File: config.mk
export PLATFORM = sky130hd
export DESIGN_NAME = if_prefetch_stage
export DESIGN_NICKNAME = d
export VERILOG_FILES = /design/src/rtl/if_pkg.sv /design/src/rtl/fetch_slot_queue.sv /design/src/rtl/if_prefetch_stage.sv
export SDC_FILE = /design/constraint.sdc
export NUM_CORES = 1
export LEC_CHECK = 0
export ABC_AREA = 1
export CORE_MARGIN = 5
export CORE_UTILIZATION = 56
export CTS_BUF_LIST = sky130_fd_sc_hd__clkbuf_2 sky130_fd_sc_hd__clkbuf_4 sky130_fd_sc_hd__clkbuf_8
export DETAILED_ROUTE_END_ITERATION = 6
export GPL_TIMING_DRIVEN = 0
export PLACE_DENSITY_LB_ADDON = 0.25
export SLEW_MARGIN = 20
export SYNTH_ARGS = -nofsm -noshare
export SYNTH_HDL_FRONTEND = slang
export SYNTH_SLANG_ARGS = --single-unit
File: constraint.sdc
create_clock -name clk -period 4.6 [get_ports clk]
set_input_delay 0.92 -clock clk [delete_from_list [all_inputs] [get_ports clk]]
set_output_delay 0.92 -clock clk [all_outputs]
set_load 0.1 [all_outputs]
File: src/rtl/if_pkg.sv
// Shared definitions for the prefetching instruction-fetch stage.
//   BR_BUS_W / FS_DS_BUS_W : widths of the decode-side buses
//   INST_SIZE_WORD         : bus size code for a 32-bit access
//   RESET_PC_DEFAULT       : default address of the first fetch after reset
//   br_bus_t / unpack_br_bus : field layout of {br_stall, br_taken, br_target}
package if_pkg;

    localparam int unsigned BR_BUS_W         = 34;
    localparam int unsigned FS_DS_BUS_W      = 64;
    localparam logic [1:0]  INST_SIZE_WORD   = 2'b10;
    localparam logic [31:0] RESET_PC_DEFAULT = 32'h8000_0000;

    typedef struct packed {
        logic        stall;
        logic        taken;
        logic [31:0] target;
    } br_bus_t;

    function automatic br_bus_t unpack_br_bus(input logic [BR_BUS_W-1:0] bus);
        br_bus_t b;
        b.stall  = bus[33];
        b.taken  = bus[32];
        b.target = bus[31:0];
        return b;
    endfunction

endpackage

File: src/rtl/fetch_slot_queue.sv
// In-order slot queue for prefetched instructions.
// Each slot holds {pc, inst, filled}. tail allocates a slot when a request is
// accepted, fill points at the oldest slot still waiting for its response, and
// head is the oldest slot (the one presented to decode).
//   clk, reset           : clock, synchronous active-high reset
//   alloc, alloc_pc      : allocate slot at tail for a newly accepted request
//   fill, fill_inst      : write response data into the slot at fill
//   pop                  : retire the head slot
//   flush                : empty the queue (head = fill = tail)
//   head_pc, head_inst   : contents of the head slot
//   head_filled          : head slot has its instruction
//   used                 : allocated slots (tail - head)
//   unfilled             : allocated slots still awaiting data (tail - fill)
module fetch_slot_queue #(
    parameter int unsigned DEPTH = 4
) (
    input  logic                     clk,
    input  logic                     reset,
    input  logic                     alloc,
    input  logic [31:0]              alloc_pc,
    input  logic                     fill,
    input  logic [31:0]              fill_inst,
    input  logic                     pop,
    input  logic                     flush,
    output logic [31:0]              head_pc,
    output logic [31:0]              head_inst,
    output logic                     head_filled,
    output logic [$clog2(DEPTH):0]   used,
    output logic [$clog2(DEPTH):0]   unfilled
);

    localparam int unsigned IW = $clog2(DEPTH);
    localparam int unsigned PW = IW + 1;

    // Pointers carry one extra wrap bit so full and empty are distinguishable.
    logic [PW-1:0] head_q, head_d;
    logic [PW-1:0] tail_q, tail_d;
    logic [PW-1:0] fill_q, fill_d;

    logic [31:0]      pc_q   [DEPTH];
    logic [31:0]      inst_q [DEPTH];
    logic [DEPTH-1:0] filled_q;

    logic [IW-1:0] head_idx;
    logic [IW-1:0] tail_idx;
    logic [IW-1:0] fill_idx;

    assign head_idx = head_q[IW-1:0];
    assign tail_idx = tail_q[IW-1:0];
    assign fill_idx = fill_q[IW-1:0];

    always_comb begin
        head_d = head_q;
        tail_d = tail_q;
        fill_d = fill_q;
        if (flush) begin
            head_d = tail_q;
            fill_d = tail_q;
        end else begin
            if (alloc) tail_d = tail_q + PW'(1);
            if (fill)  fill_d = fill_q + PW'(1);
            if (pop)   head_d = head_q + PW'(1);
        end
    end

    always_ff @(posedge clk) begin
        if (reset) begin
            head_q <= '0;
            tail_q <= '0;
            fill_q <= '0;
        end else begin
            head_q <= head_d;
            tail_q <= tail_d;
            fill_q <= fill_d;
        end
    end

    // Allocate, fill and pop always target distinct slots: fill trails tail,
    // pop needs a filled head, and allocation needs a free slot.
    always_ff @(posedge clk) begin
        if (reset || flush) begin
            filled_q <= '0;
        end else begin
            if (alloc) filled_q[tail_idx] <= 1'b0;
            if (fill)  filled_q[fill_idx] <= 1'b1;
            if (pop)   filled_q[head_idx] <= 1'b0;
        end
    end

    // Payload storage needs no reset; filled_q qualifies it.
    always_ff @(posedge clk) begin
        if (alloc && !flush) pc_q[tail_idx]   <= alloc_pc;
        if (fill && !flush)  inst_q[fill_idx] <= fill_inst;
    end

    assign head_pc     = pc_q[head_idx];
    assign head_inst   = inst_q[head_idx];
    assign head_filled = filled_q[head_idx];
    assign used        = tail_q - head_q;
    assign unfilled    = tail_q - fill_q;

endmodule

File: src/rtl/if_prefetch_stage.sv
// Decoupled instruction-fetch stage with a multi-request prefetcher.
// Issues sequential word fetches on an SRAM-like bus (addr_ok/data_ok, several
// requests in flight), buffers responses in order in fetch_slot_queue and
// presents the oldest filled instruction to decode.
//   clk, reset              : clock, synchronous active-high reset
//   ds_allow_in             : decode accepts the presented instruction
//   br_bus                  : {br_stall, br_taken, br_target}
//   inst_req .. inst_wdata  : instruction bus request side
//   inst_addr_ok            : request accepted this cycle
//   inst_data_ok/inst_rdata : in-order response
//   fs_ds_bus               : {pc, inst} of the queue head
//   fs_to_ds_valid          : head instruction is valid for decode
module if_prefetch_stage
    import if_pkg::*;
#(
    parameter logic [31:0] RESET_PC = RESET_PC_DEFAULT,
    parameter int unsigned DEPTH    = 4
) (
    input  logic                   clk,
    input  logic                   reset,
    input  logic                   ds_allow_in,
    input  logic [BR_BUS_W-1:0]    br_bus,
    output logic                   inst_req,
    output logic                   inst_wr,
    output logic [1:0]             inst_size,
    output logic [31:0]            inst_addr,
    output logic [31:0]            inst_wdata,
    input  logic                   inst_addr_ok,
    input  logic                   inst_data_ok,
    input  logic [31:0]            inst_rdata,
    output logic [FS_DS_BUS_W-1:0] fs_ds_bus,
    output logic                   fs_to_ds_valid
);

    localparam int unsigned CW = $clog2(DEPTH);
    localparam logic [CW:0] DEPTH_CNT = (CW + 1)'(DEPTH);
    // Stale responses pile up across back-to-back redirects while new fetches
    // are already outstanding, so the counter is wider than the queue.
    localparam int unsigned DISC_W = 8;

    br_bus_t br;
    assign br = unpack_br_bus(br_bus);

    logic [31:0]       fetch_pc_q, fetch_pc_d;
    logic [DISC_W-1:0] discard_q, discard_d;

    logic              q_alloc;
    logic              q_fill;
    logic              q_pop;
    logic [31:0]       head_pc;
    logic [31:0]       head_inst;
    logic              head_filled;
    logic [CW:0]       used;
    logic [CW:0]       unfilled;

    fetch_slot_queue #(
        .DEPTH (DEPTH)
    ) u_queue (
        .clk         (clk),
        .reset       (reset),
        .alloc       (q_alloc),
        .alloc_pc    (fetch_pc_q),
        .fill        (q_fill),
        .fill_inst   (inst_rdata),
        .pop         (q_pop),
        .flush       (br.taken),
        .head_pc     (head_pc),
        .head_inst   (head_inst),
        .head_filled (head_filled),
        .used        (used),
        .unfilled    (unfilled)
    );

    assign inst_wr    = 1'b0;
    assign inst_size  = INST_SIZE_WORD;
    assign inst_wdata = 32'h0;
    assign inst_addr  = fetch_pc_q;
    assign inst_req   = ~reset & ~br.stall & ~br.taken & (used < DEPTH_CNT);

    assign q_alloc = inst_req & inst_addr_ok;
    // Responses owed to pre-redirect requests are swallowed, as is any
    // response landing in the redirect cycle itself.
    assign q_fill  = inst_data_ok & ~br.taken & (discard_q == '0);

    assign fs_to_ds_valid = ~reset & ~br.taken & head_filled & (used != '0);
    assign fs_ds_bus      = {head_pc, head_inst};
    assign q_pop          = fs_to_ds_valid & ds_allow_in;

    always_comb begin
        fetch_pc_d = fetch_pc_q;
        if (br.taken) begin
            fetch_pc_d = br.target;
        end else if (q_alloc) begin
            fetch_pc_d = fetch_pc_q + 32'd4;
        end
    end

    always_comb begin
        discard_d = discard_q;
        if (br.taken) begin
            discard_d = discard_q + DISC_W'(unfilled) - DISC_W'(inst_data_ok);
        end else if (inst_data_ok && discard_q != '0) begin
            discard_d = discard_q - DISC_W'(1);
        end
    end

    always_ff @(posedge clk) begin
        if (reset) begin
            fetch_pc_q <= RESET_PC;
            discard_q  <= '0;
        end else begin
            fetch_pc_q <= fetch_pc_d;
            discard_q  <= discard_d;
        end
    end

endmodule

# Word-level counts from Yosys, hierarchy flattened
# Memory sizes are Yosys's and may differ from the RTL's. A register that Yosys moved wholly into a read port is not among the register bits.
# Index checks and enable logic that the tools add are counted.
[word_totals]
regBits = 53
ramBits = 256
out_inout_bits = 133
memories = 2
[classes]
n_addsub = 9
n_lt_le_gt_ge = 7
muxes = 29
bitwise_logic = 18
n_reduce_logical = 16
[mem_list]
columns = ["name", "words", "width", "read_ports", "rd_clocked_by_memory_dff", "write_ports", "line", "text"]
rows = [
  ["u_queue.inst_q", 4, 32, 1, 1, 1, "fetch_slot_queue.sv:41", "logic [31:0] inst_q [DEPTH];"],
  ["u_queue.pc_q", 4, 32, 1, 1, 1, "fetch_slot_queue.sv:40", "logic [31:0] pc_q [DEPTH];"],
]
[ops]
columns = ["operator", "n"]
rows = [
  ["$mux 32", 2],
  ["$add 32x3->32 const B", 1],
  ["$mux 4", 5],
  ["$mux 8", 2],
  ["$mux 3", 4],
  ["$and 1x1->1", 10],
  ["$add 3x1->3 const B", 3],
  ["$lt 2x3->1 const B", 3],
  ["$add 8x3->8", 1],
  ["$and 4x4->4", 2],
  ["$logic_not 8->1", 1],
  ["$mux 1", 8],
  ["$mux 2", 4],
  ["$not 4->4", 2],
  ["$reduce_bool 2->1", 4],
  ["$reduce_bool 8->1", 1],
  ["$sub 8x1->8", 1],
  ["$sub 8x1->8 const B", 1],
  ["$demux 1 s2", 3],
  ["$ge 2x1->1 const B", 3],
  ["$logic_and 1x1->1", 6],
  ["$sub 3x3->3", 2],
  ["$or 4x4->4", 1],
  ["$lt 3x3->1 const B", 1],
  ["6 further kinds", 8],
]

# Longest topological paths before layout
# Gate-level depths: netlist of the first run.
[depth]
ltp_word = 13
ltp_mapped = 15
mapped_depth_nobuf = 15

# By module
# Synthesis of the first run repeated with hierarchy kept, for this count alone.
[unflattened]
cells_unflattened = 1347
area_unflattened_um2 = 14027.2
[modules_own_cells]
columns = ["mod", "n_inst", "cells_each", "area_per_inst_um2", "seq_area_each_um2"]
rows = [
  ["fetch_slot_queue", 1, 755, 10466.3, 7987.7],
  ["if_prefetch_stage", 1, 592, 3560.9, 800.8],
]

# Worst setup path before layout of the first run
# Ideal clock, no wire load.
[synth_path]
kind = "register -> register"
from = "register u_queue.tail_q[0]"
to = "memory u_queue.pc_q[0][0], enable pin"
t_arrival_ps = 3010
t_required_ps = 4177
slack_ps = 1167
stages_incl_launch_ff = 12
cell_sequence = "dfxtp_1 inv_1 ha_1 fa_1 inv_1 nand2_2 nand2_1 nand2_1 nand2_2 nand3_2 buf_6 nor2_1"
[synth_between]
elab_chain_len = 7
[synth_lines]
columns = ["element", "line", "text"]
rows = [
  ["from (decl)", "fetch_slot_queue.sv:37", "logic [PW-1:0] tail_q, tail_d;"],
  ["from (signal assigned)", "fetch_slot_queue.sv:73", "tail_q <= tail_d;"],
  ["$sub 3x3->3", "fetch_slot_queue.sv:99", "assign used = tail_q - head_q;"],
  ["$lt 3x3->1", "if_prefetch_stage.sv:78", "assign inst_req = ~reset & ~br.stall & ~br.taken & (used < DEPTH_CNT);"],
  ["$and 1x1->1", "if_prefetch_stage.sv:78", ""],
  ["$and 1x1->1", "if_prefetch_stage.sv:80", "assign q_alloc = inst_req & inst_addr_ok;"],
  ["$logic_and 1x1->1", "fetch_slot_queue.sv:92", "if (alloc && !flush) pc_q[tail_idx] <= alloc_pc;"],
  ["$mux 1", "fetch_slot_queue.sv:92", ""],
  ["$mux 1 (implied by the code)", "fetch_slot_queue.sv:92", ""],
  ["to (decl)", "fetch_slot_queue.sv:40", ""],
]
# Several ways; a longest one is shown, not always the timed one.

==> run_results.csv, run 1 <==
group,metric,value,unit
run_status,status,"completed",
clocking,path_clk_slew,0.06,ns
die,die_x,167.8,um
synth,yosys_warnings,0,
clocking,cts_made_buffers,48,
route,route.met2.wl,17130,um
route,wl_per_cell,17.99,um
clocking,htree_levels,2,
synth,synthCells,1349,
timing,fmax,225.1,MHz
timing,min_period,4.443,ns
clocking,numClockSinks,311,
synth,async_reset_ff_frac,0,
grt,grt_overflow,0,
finish,layout-drive-gt1-share,0.1034,
grt,groute.usage.overall,0.2431,
clocking,clk_path_buf_depth,3,
finish,fillers,1777,
route,first_pass_iters,6,
synth,netlist_area,13940,um2
route,drc,0,
route,antenna_left,0,
finish,antenna-diode-count,0,
synth,synth_area_per_cell,10.33,um2
timing,min_period_over_period,0.9658,
route,viasPerCell,5.470,
clocking,clk_latency,0.56,ns
placement,port_buffers,167,
timing,holdWs,0.5238,ns
clocking,hold_buffers,0,
synth,synth-seq-cells,311,
synth,synth_edf_count,256,
die,die_area,28140,um2
timing,clock_skew,0.02960,ns
timing,rsz0062_at_grt,"false",
die,ios,204,
pwr,p_per_area,414.0,nW/um2
grt,grt_start_max_net_pins,36,
run,cap_violations,0,
finish,syn_to_final_growth,24.97,%
timing,drv_slew,0,
finish,fin_nets,1710,
timing,hold_violations,0,
die,die_height,167.8,um
route,wl_met1,14250,um
setup_path,required,3.68,ns
route,dr.max_layer_used,"met5",
grt,grt_pass1_wl,54810,um
placement,hpwl,23750,um
setup_path,path_max_fanout,10,
die,num_rows,57,
synth,ys.flop_type,"edfxtp_1",
die,start_util,0.5714,
setup_path,worstPathArrival,3.52,ns
clocking,cts_tree,"built",
setup_path,cp-end-kind,"output port",
route,vias,10760,
grt,grt_antenna_before_repair,1,
pwr,ir_drop,0.2009,mV
die,design.core.area,24390,um2
timing,slew_headroom,0.2317,
grt,grt_pass1_vias,10690,
synth,synth.distinct_cells,38,
timing,tightest_slew,1.150,ns
synth,synth-seq-area-share,0.6306,
setup_path,rrSetupSlack,1.43,ns
placement,place.gp.congestion,0.8920,
pwr,leakage,6.518,nW
route,drt-total-wl,35400,um
route,met3WireLength,2968,um
clocking,post_cts_buffers,0,
route,drt_iter0_drc,905,
setup_path,path_class,"reg2out",
timing,setup_viol,0,
setup_path,startpoint_type,"flop",
clocking,clock-root-buffer,"clkbuf_8",
hold_path,hp-class,"reg2reg",
pwr,p_total,0.007211,W
[cells by family after synthesis]
logic type | Yosys count | synth area share
AO/OA/AOI/OAI | 285 | 0.1097
XOR/XNOR | 19 | 0.01194
adder cells (fa/ha/maj) | 33 | 0.03124
buffers and inverters | 201 | 0.06814
flip-flops | 311 | 0.6306
multiplexers | 2 | 0.001526
other | 2 | 0.0005388
AND/OR/NAND/NOR | 496 | 0.1463
[sequential cells by signal, indices dropped and copies added (netlist names), named ones only]
signal and cells:
discard_q 8, inst_addr 32, u_queue.fill_q 3, u_queue.filled_q 4
u_queue.head_q 3, u_queue.inst_q 128, u_queue.pc_q 128, u_queue.tail_q 3
[critical path, stage by stage (launching register included)]
cell             delay [ns]
dfxtp_1                0.34
clkbuf_1               0.48
clkbuf_1               0.44
o21ai_0                0.23
o22ai_1                0.28
clkdlybuf4s50_1        1.18
[path summary, 6_finish.rpt]
path / startpoint / endpoint / cells after the start
setup / recovery: flop / fs_ds_bus[16] / 5
hold reg to reg: u_queue.fill_q[1] / u_queue.fill_q[1] / 2
setup reg to reg: u_queue.tail_q[0] / u_queue.tail_q[2] / 13
hold / removal: u_queue.fill_q[1] / u_queue.fill_q[1] / 2
[per-layer routing]
layer  GRT usage  vias up
li1            -     5114
met1      0.3143     5055
met2      0.4144      508
met3     0.04290       85
met4     0.08786        2
met5           0        -
[layout make-up]
class | count | area (um2) | share of cell area
Inverter | 103 | 390.4 | 0.02241
Tap cell | 324 | 405.4 | 0.02328
Sequential cell | 311 | 8788 | 0.5046
Buffer | 98 | 559.3 | 0.03211
Clock buffer | 76 | 914.6 | 0.05251
Multi-Input combinational cell | 870 | 4370 | 0.2509
Clock inverter | 12 | 132.6 | 0.007615
Timing Repair Buffer | 174 | 1856 | 0.1065
[power breakdown]
| part | leakage [nW] | internal, W | total (W) | switching [W] |
|---|---|---|---|---|
| Combinational | 3.18 | 0.000417 | 0.00155 | 0.00113 |
| Clock | 0.559 | 0.00143 | 0.00248 | 0.00105 |
| Sequential | 2.78 | 0.00311 | 0.00319 | 0.0000773 |
| Total | 6.52 | 0.00496 | 0.00721 | 0.00225 |
[synth_stat cells (all sizes together), types with 2 or more instances]
library cell,n,share of area
dfxtp,55,0.079
nor2,212,0.059
inv,101,0.027
xor2,7,0.0044
ha,30,0.027
buf,54,0.028
a21boi,5,0.0027
nand4,7,0.0031
conb,2,0.00054
nand3b,6,0.0032
xnor2,12,0.0075
a21oi,48,0.018
nand3,63,0.023
clkbuf,44,0.012
clkinv,2,0.00063
edfxtp,256,0.55
fa,3,0.0043
o21ai,165,0.059
nand2,206,0.056
o22ai,64,0.029
[what timing repair did]
| item | in CTS | in global routing |
|---|---|---|
| endpoints found under the setup margin | 1 | 6 |
| cloned | 0 | 0 |
| gates resized for setup | 1 | 6 |
[layout by cell type (no fill, tap or decap), types with 7 or more instances in the layout]
cell / n
edfxtp_1: 256
nand2_1: 201
nor2_1: 198
o21ai_0: 165
clkdlybuf4s50_1: 160
inv_1: 98
o22ai_1: 64
nand3_1: 61
dfxtp_1: 55
clkbuf_8: 55
a21oi_1: 47
clkbuf_1: 44
buf_4: 38
conb_1: 35
ha_1: 30
clkbuf_4: 21
xnor2_1: 12
buf_2: 9
nor2_4: 8
xor2_1: 7
nand4_1: 7
[stage by stage]
| step | area [um2] | instances | setup TNS, ns | setup slack (ns) | utilization |
|---|---|---|---|---|---|
| after detailed placement | 16360 | 1880 | 0 | 0.5960 | 0.6706 |
| after floorplan | 14060 | 1382 | 0 | 1.168 | - |
| after CTS | 17400 | 1968 | 0 | 0.06350 | 0.7135 |
| after global placement | 16140 | 1873 | -21.56 | -0.2345 | 0.6616 |
| final | 17420 | 1968 | 0 | 0.1572 | 0.7141 |
| after global routing | 17420 | 1968 | 0 | 0.02183 | 0.7141 |
No activity file was read; power rests on OpenSTA's default activity.
==> inputs of run 2 (changes only) <==
--- a/config.mk
+++ b/config.mk
@@ -11,7 +11,7 @@
 export CTS_BUF_LIST = sky130_fd_sc_hd__clkbuf_2 sky130_fd_sc_hd__clkbuf_4 sky130_fd_sc_hd__clkbuf_8
 export DETAILED_ROUTE_END_ITERATION = 6
 export GPL_TIMING_DRIVEN = 0
-export PLACE_DENSITY_LB_ADDON = 0.25
+export PLACE_DENSITY = 0.79
 export SLEW_MARGIN = 20
 export SYNTH_ARGS = -nofsm -noshare
 export SYNTH_HDL_FRONTEND = slang
==> constraint.sdc (replaced) <==
create_clock -name clk -period 4.5 [get_ports clk]
set_input_delay 0.9 -clock clk [delete_from_list [all_inputs] [get_ports clk]]
set_output_delay 0.9 -clock clk [all_outputs]
set_load 0.1 [all_outputs]
==> run 2 against run 1 <==
The flow now finishes with violations (design-rule violations). Die area did not move. Via count barely moved. Utilization rose by 0.55 points. Register-to-register slack got worse by 0.09 ns. Setup slack got worse by 0.017 ns.
==> run_results.csv, run 2 (same netlist as run 1, synthesis figures left out) <==
group,metric,value,unit
run_status,status,"complete, but fails checks",
run_status,failed_checks,"design-rule violations",
timing,min_period_over_period,0.9688,
setup_path,critPathMaxStageDelay,1.19,ns
setup_path,path_max_fanout,10,
grt,groute.usage.overall,0.2463,
placement,port_buffers,167,
route,wl_per_cell,17.98,um
setup_path,crit_chain,"buf_2 -> inv_1 -> buf_2 -> clkbuf_1 -> nor2_1 -> o22ai_1 -> clkdlybuf4s50_1",
die,start_util,0.5714,
finish,utilization,0.7196,
setup_path,worstPathArrival,3.46,ns
clocking,post_cts_buffers,0,
pwr,pwr-share-seq,0.430,
clocking,path_clk_slew,0.06,ns
grt,grt_pass1_vias,10730,
finish,final_cell_mix,"256 x edfxtp_1, 201 x nand2_1, 198 x nor2_1",
placement,place_area,16370,um2
timing,holdWs,0.5367,ns
timing,slew_headroom,0.2608,
route,viasPerCell,5.466,
clocking,clk_latency,0.56,ns
timing,hold_violations,0,
grt,grtUsageMet1,0.3184,
pwr,p_sw,0.002309,W
pwr,p_per_area,432.6,nW/um2
route,first_pass_iters,7,
finish,antenna-diode-count,0,
clocking,clock-root-buffer,"clkbuf_8",
clocking,numClockSinks,311,
setup_path,cp.buffers_inverters,5,
hold_path,hp-class,"reg2reg",
timing,clock_skew,0.02763,ns
setup_path,crit_family,"buffers and inverters",
setup_path,cp-end-kind,"output port",
route,drt-total-wl,35400,um
clocking,htree_levels,2,
timing,finalWorstSetupSlack,0.1403,ns
grt,grt_overflow,0,
setup_path,required,3.60,ns
die,die_area,28140,um2
clocking,clk_path_buf_depth,3,
die,design.core.area,24390,um2
die,ios,204,
route,drc,2,
grt,grt_pass1_wl,55570,um
route,vias,10760,
timing,tightest_slew,1.106,ns
finish,syn_to_final_growth,25.93,%
timing,fin_tns_setup,0,ns
timing,rsz0062_at_grt,"false",
finish,fin_nets,1710,
clocking,cts_tree,"built",
timing,setup_viol,0,
setup_path,worst_path_most_repeated_cell,"buf_2",
die,die_x,167.8,um
pwr,ir_drop,0.2666,mV
timing,min_period,4.360,ns
route,antenna_left,0,
grt,met2_usage,0.4200,
grt,grt_antenna_before_repair,0,
setup_path,startpoint_type,"flop",
placement,dp_slack,0.5461,ns
grt,top_usage_layer,"met2",
run,cap_violations,0,
placement,place.gp.congestion,0.9330,
die,die_height,167.8,um
grt,met3_usage,0.04314,
finish,final_common_cell,"edfxtp_1",
finish,layout-drive-gt1-share,0.1040,
setup_path,rrSetupSlack,1.34,ns
pwr,swShare,0.3041,
pwr,leakage,6.620,nW
pwr,power_frac_comb,0.207,
route,drt_iter0_drc,980,
grt,grt_start_max_net_pins,36,
timing,fmax,229.4,MHz
setup_path,slowest_stage,"clkdlybuf4s50_1",
pwr,clkPwrFrac,0.363,
placement,hpwl,24440,um
clocking,cts_made_buffers,48,
pwr,p_int,0.005284,W
finish,finalInstanceArea,17550,um2
die,num_rows,57,
setup_path,path_class,"reg2out",
timing,drv_slew,0,
-- run 2: what timing repair did --
action	4_1_cts	5_1_grt
endpoints found under the setup margin	0	12
gates resized for setup	0	12
hold buffers	0	0
-- run 2: through the flow --
step / power (W) / std cells
6_report: 0.007592 / 1969
5_1_grt: 0.007896 / 1969
2_1_floorplan: 0.004483 / 1382
3_5_place_dp: 0.004887 / 1880
4_1_cts: 0.007621 / 1969
3_3_place_gp: 0.004847 / 1873
-- run 2: power by group through the flow --
stage / clock network (W) / logic, W / registers, W
2_1_floorplan: 0 / 0.00107 / 0.00342
3_3_place_gp: 0 / 0.00153 / 0.00332
3_5_place_dp: 0 / 0.00157 / 0.00332
4_1_cts: 0.00279 / 0.00157 / 0.00326
5_1_grt: 0.00294 / 0.00169 / 0.00327
6_report: 0.00276 / 0.00157 / 0.00326
-- run 2: worst paths after layout --
path	from	cells after the start	to
setup / recovery	flop	7	fs_ds_bus[51]
hold / removal	u_queue.fill_q[1]	2	u_queue.fill_q[1]
setup reg to reg	u_queue.tail_q[0]	11	u_queue.pc_q[3][14]
hold reg to reg	u_queue.fill_q[1]	2	u_queue.fill_q[1]
-- run 2: final cells by class --
type                       count  area (um2)
timing repair buffer         174        1887
tap                          324       405.4
clock buffer                  68       842.1
fill                        1730        6840
sequential                   311        8788
clock inverter                21       307.8
buffer                        98       559.3
inverter                     103       390.4
multi-input combinational    870        4370
-- run 2: layer usage --
metal | wire length (um) | vias up | part of all wire
met1 | 13860 | 5060 | 0.39
met5 | 0 | - | 0
met4 | 1125 | 0 | 0.032
li1 | - | 5110 | -
met3 | 2955 | 80 | 0.083
met2 | 17460 | 513 | 0.49
-- run 2: worst min-delay path: stages (launching register included) --
cell and delay (ns):
dfxtp_1 0.34, nand3_1 0.09, a21oi_1 0.06
